## config.mk

```make
export PLATFORM = sky130hd
export DESIGN_NAME = lfsr_shadow
export DESIGN_NICKNAME = d
export VERILOG_FILES = /design/src/rtl/lfsr_pkg.sv /design/src/rtl/lfsr_shadow.sv
export SDC_FILE = /design/constraint.sdc
export NUM_CORES = 1
export LEC_CHECK = 0
export CAP_MARGIN = 20
export CORE_AREA = 2 2 39 41
export CTS_CLUSTER_DIAMETER = 120
export DETAILED_ROUTE_END_ITERATION = 10
export DIE_AREA = 0 0 41 43
export DONT_BUFFER_PORTS = 1
export GPL_ROUTABILITY_DRIVEN = 0
export PLACE_DENSITY = 0.44
export REMOVE_ABC_BUFFERS = 1
export SYNTH_ARGS = -nofsm -noshare
export SYNTH_HDL_FRONTEND = slang
export SYNTH_SLANG_ARGS = --single-unit
```

## constraint.sdc

```tcl
create_clock -name clk -period 1.9 [get_ports clk]
set_input_delay 0.57 -clock clk [delete_from_list [all_inputs] [get_ports clk]]
set_output_delay 0.57 -clock clk [all_outputs]
set_load 0.05 [all_outputs]
```

## src/rtl/lfsr_pkg.sv

```systemverilog
// Shared LFSR definitions: checker FSM states, generator defaults and the tap predictor.
package lfsr_pkg;

  typedef enum logic [1:0] {
    SEED   = 2'd0,
    VERIFY = 2'd1,
    LOCKED = 2'd2
  } lfsr_state_e;

  localparam int unsigned LFSR_SIZE_DFLT = 7;
  localparam logic [7:0]  LFSR_POLY_DFLT = 8'b1100_0001;
  localparam logic [6:0]  LFSR_INIT_DFLT = 7'b111_1010;

  // Predictor operands are zero-extended to this width, so LFSR_SIZE must not exceed it.
  localparam int unsigned PRED_MAX_W = 32;

  function automatic logic lfsr_predict(input logic [PRED_MAX_W-1:0] state,
                                        input logic [PRED_MAX_W-1:0] taps);
    return ^(state & taps);
  endfunction

endpackage

```

## src/rtl/lfsr_shadow.sv

```systemverilog
// Shadow Fibonacci LFSR: shifts in either the received bit or its own prediction.
module lfsr_shadow
  import lfsr_pkg::*;
#(
  parameter int unsigned N    = LFSR_SIZE_DFLT,
  parameter logic [N:0]  POLY = LFSR_POLY_DFLT
) (
  input  logic clk,
  input  logic reset,
  input  logic step_i,
  input  logic use_pred_i,
  input  logic bit_i,
  output logic pred_c_o,
  output logic zero_c_o
);

  logic [N-1:0] shadow_q, shadow_d;

  assign pred_c_o = lfsr_predict(PRED_MAX_W'(shadow_q), PRED_MAX_W'(POLY[N:1]));
  assign zero_c_o = (shadow_q == '0);

  always_comb begin
    shadow_d = shadow_q;
    if (step_i) begin
      shadow_d = {shadow_q[N-2:0], use_pred_i ? pred_c_o : bit_i};
    end
  end

  always_ff @(posedge clk) begin
    if (reset) shadow_q <= '0;
    else       shadow_q <= shadow_d;
  end

endmodule

```

==> impl_metrics.env <==
export IMPL_crit_arrival_ps=1470
export IMPL_first_pass_iters=1
export IMPL_cts_buffer_depth=2
export IMPL_finalNonFillerCells=48
export IMPL_dp_slack_ps=82.7
export IMPL_hold_class="input port to register"
export IMPL_top_regs="shadow_q: 7 flops"
export IMPL_fin_nets=38
export IMPL_relSlewSlack_pct=84.1
export IMPL_cap_violations=0
export IMPL_ys_ff_latch=7
export IMPL_top_register="shadow_q"
export IMPL_path_max_fanout=3
export IMPL_cp_buffers_inverters=1
export IMPL_crit_slowest_cell="or4_4"
export IMPL_max_vdd_ir_drop_uv=458
export IMPL_skew_ps=6.83
export IMPL_grt_use_total_pct=9.46
export IMPL_clk_latency_ps=250
export IMPL_timing_reg2reg_setup_slack_ps=820
export IMPL_grt_pass1_vias=225
export IMPL_clock_sinks=7
export IMPL_fmaxAchievable_mhz=490
export IMPL_p_leak_nw=0.172
export IMPL_syn_avg_cell_area_um2=10.6
export IMPL_crit_family="simple AND/OR/NAND/NOR gates"
export IMPL_grt_pass1_wl_um=1030
export IMPL_grt_start_max_net_pins=10
export IMPL_ant_nets=0
export IMPL_setup_viol=1
export IMPL_grt_overflow_total=0
export IMPL_cts_reportedPaths_clkPinSlew_ps=50
export IMPL_hold_buffers=0
export IMPL_rsz0062_at_grt="true"
export IMPL_worst_pin_slew_ps=235
export IMPL_die_width_um=41
export IMPL_io_pins=7
export IMPL_cts_tree="built"
export IMPL_synth_area_um2=297
export IMPL_h_tree_depth=1
export IMPL_violations="setup timing"
export IMPL_slowest_delay_ps=550
export IMPL_core_area_mm2=0.00138
export IMPL_post_cts_buffers=0
export IMPL_dp_cells=44
export IMPL_die_h_um=43
export IMPL_hold_violations=0
export IMPL_final_cell_mix="mux2i_1, nor2_1, dfxtp_1"
export IMPL_ys_types=11
export IMPL_io_buffer_count=0
export IMPL_fin_setup_tns_ps=-142
export IMPL_initial_core_util_pct=21.4
export IMPL_endpoint_kind="output port"
export IMPL_period_needed_ps=2040
export IMPL_status="complete, but fails checks"
export IMPL_row_count=14
export IMPL_clockRootBuffer="clkbuf_4"
export IMPL_final_layout_size_suffix_gt1_share_pct=25.0
export IMPL_hold_slack_ps=379
export IMPL_worstSetupPathType="register to output port"
export IMPL_die_area_mm2=0.00176
export IMPL_synth_cells=28
export IMPL_post_drt_wl_per_cell_um=11.2
export IMPL_yosysWarnings=0
export IMPL_area_delta_synth_final_pct=23.2
export IMPL_yosysSeqAreaShare_pct=47.3
export IMPL_crit_required_ps=1330
export IMPL_antennaDiodeCount=0
export IMPL_power_total_w=0.000300
export IMPL_grt_antenna_before_repair=0
export IMPL_viasPerCell=4.40
export IMPL_cp_start_kind="register"
export IMPL_crit_chain="or4_4 > nor4_4 > buf_6"
export IMPL_fin_crit_sh_pct=107
export IMPL_largest_reg_flops=7
export IMPL_cts_buffers_inserted=3
export IMPL_drt_iter0_drc=0
export IMPL_powerDensity_mw_per_mm2=822
export IMPL_route_vias_total=211
export IMPL_drv_slew=0
export IMPL_worst_slack_ps=-142
export IMPL_drc=0
export IMPL_wl_um=538
through the flow:
stage	util, %	area (µm²)
2_1_floorplan	-	287
3_3_place_gp	23.2	322
3_5_place_dp	23.2	322
4_1_cts	26.4	365
5_1_grt	26.4	365
6_report	26.4	365
synth_stat cells:
master | n | share of area [%]
nor4_2 | 1 | 4.2
nor4bb_1 | 1 | 3.4
a211o_1 | 1 | 3.0
nor2_1 | 6 | 7.6
mux2i_1 | 6 | 20
or4_1 | 1 | 2.5
and3b_1 | 1 | 3.0
buf_2 | 2 | 3.4
dfxtp_1 | 7 | 47
nor3b_1 | 1 | 2.5
xor2_1 | 1 | 3.0
repair_timing:
action	CTS	global route
endpoints found under the setup margin	1	1
resized for setup	4	0
gates cloned	0	0
worst reg2reg max path, stage by stage, from the launching register on:
cell and delay [ps]:
dfxtp_1 350, xor2_1 170, buf_4 200, a211o_1 260
metal layers:
| layer | vias to the layer above | GRT usage (%) | wire length [µm] |
|---|---|---|---|
| met3 | 0 | 7.85 | 48 |
| met4 | 0 | 4.00 | 0 |
| met2 | 5 | 12.5 | 289 |
| met1 | 98 | 10.7 | 200 |
| li1 | 108 | - | - |
| met5 | - | 0 | 0 |
layout make-up:
| class | instances | area (µm²) |
|---|---|---|
| fill | 155 | 1020 |
| sequential | 7 | 141 |
| timing repair buffer | 2 | 18.8 |
| clock buffer | 4 | 26.3 |
| multi-input combinational | 19 | 159 |
| tap | 16 | 20.0 |
path summary, 6_finish.rpt:
path                    start          end  depth (start not counted)
setup / recovery  shadow_q[2]     zero_c_o                          3
hold / removal          reset  shadow_q[2]                          1
setup reg to reg  shadow_q[6]  shadow_q[0]                          3
hold reg to reg   shadow_q[2]  shadow_q[2]                          2
power breakdown:
group          internal, W  switching [W]
Sequential        0.000149     0.00000122
Clock            0.0000799      0.0000508
Combinational    0.0000110     0.00000856
Total             0.000240      0.0000606
cells by family (layout without fill, tap and decap cells):
group                     count (synthesis)  after routing  synth area share [%]
xor gates and xnor gates                  1              1                  2.95
and+or+nand+nor                          11             11                  23.2
muxes                                     6              6                  20.3
buffers and inverters                     2              6                  3.38
DFF                                       7              7                  47.3
AOI/OAI and AO/OA                         1              1                  2.95
Power figures use the tool's default switching activity.
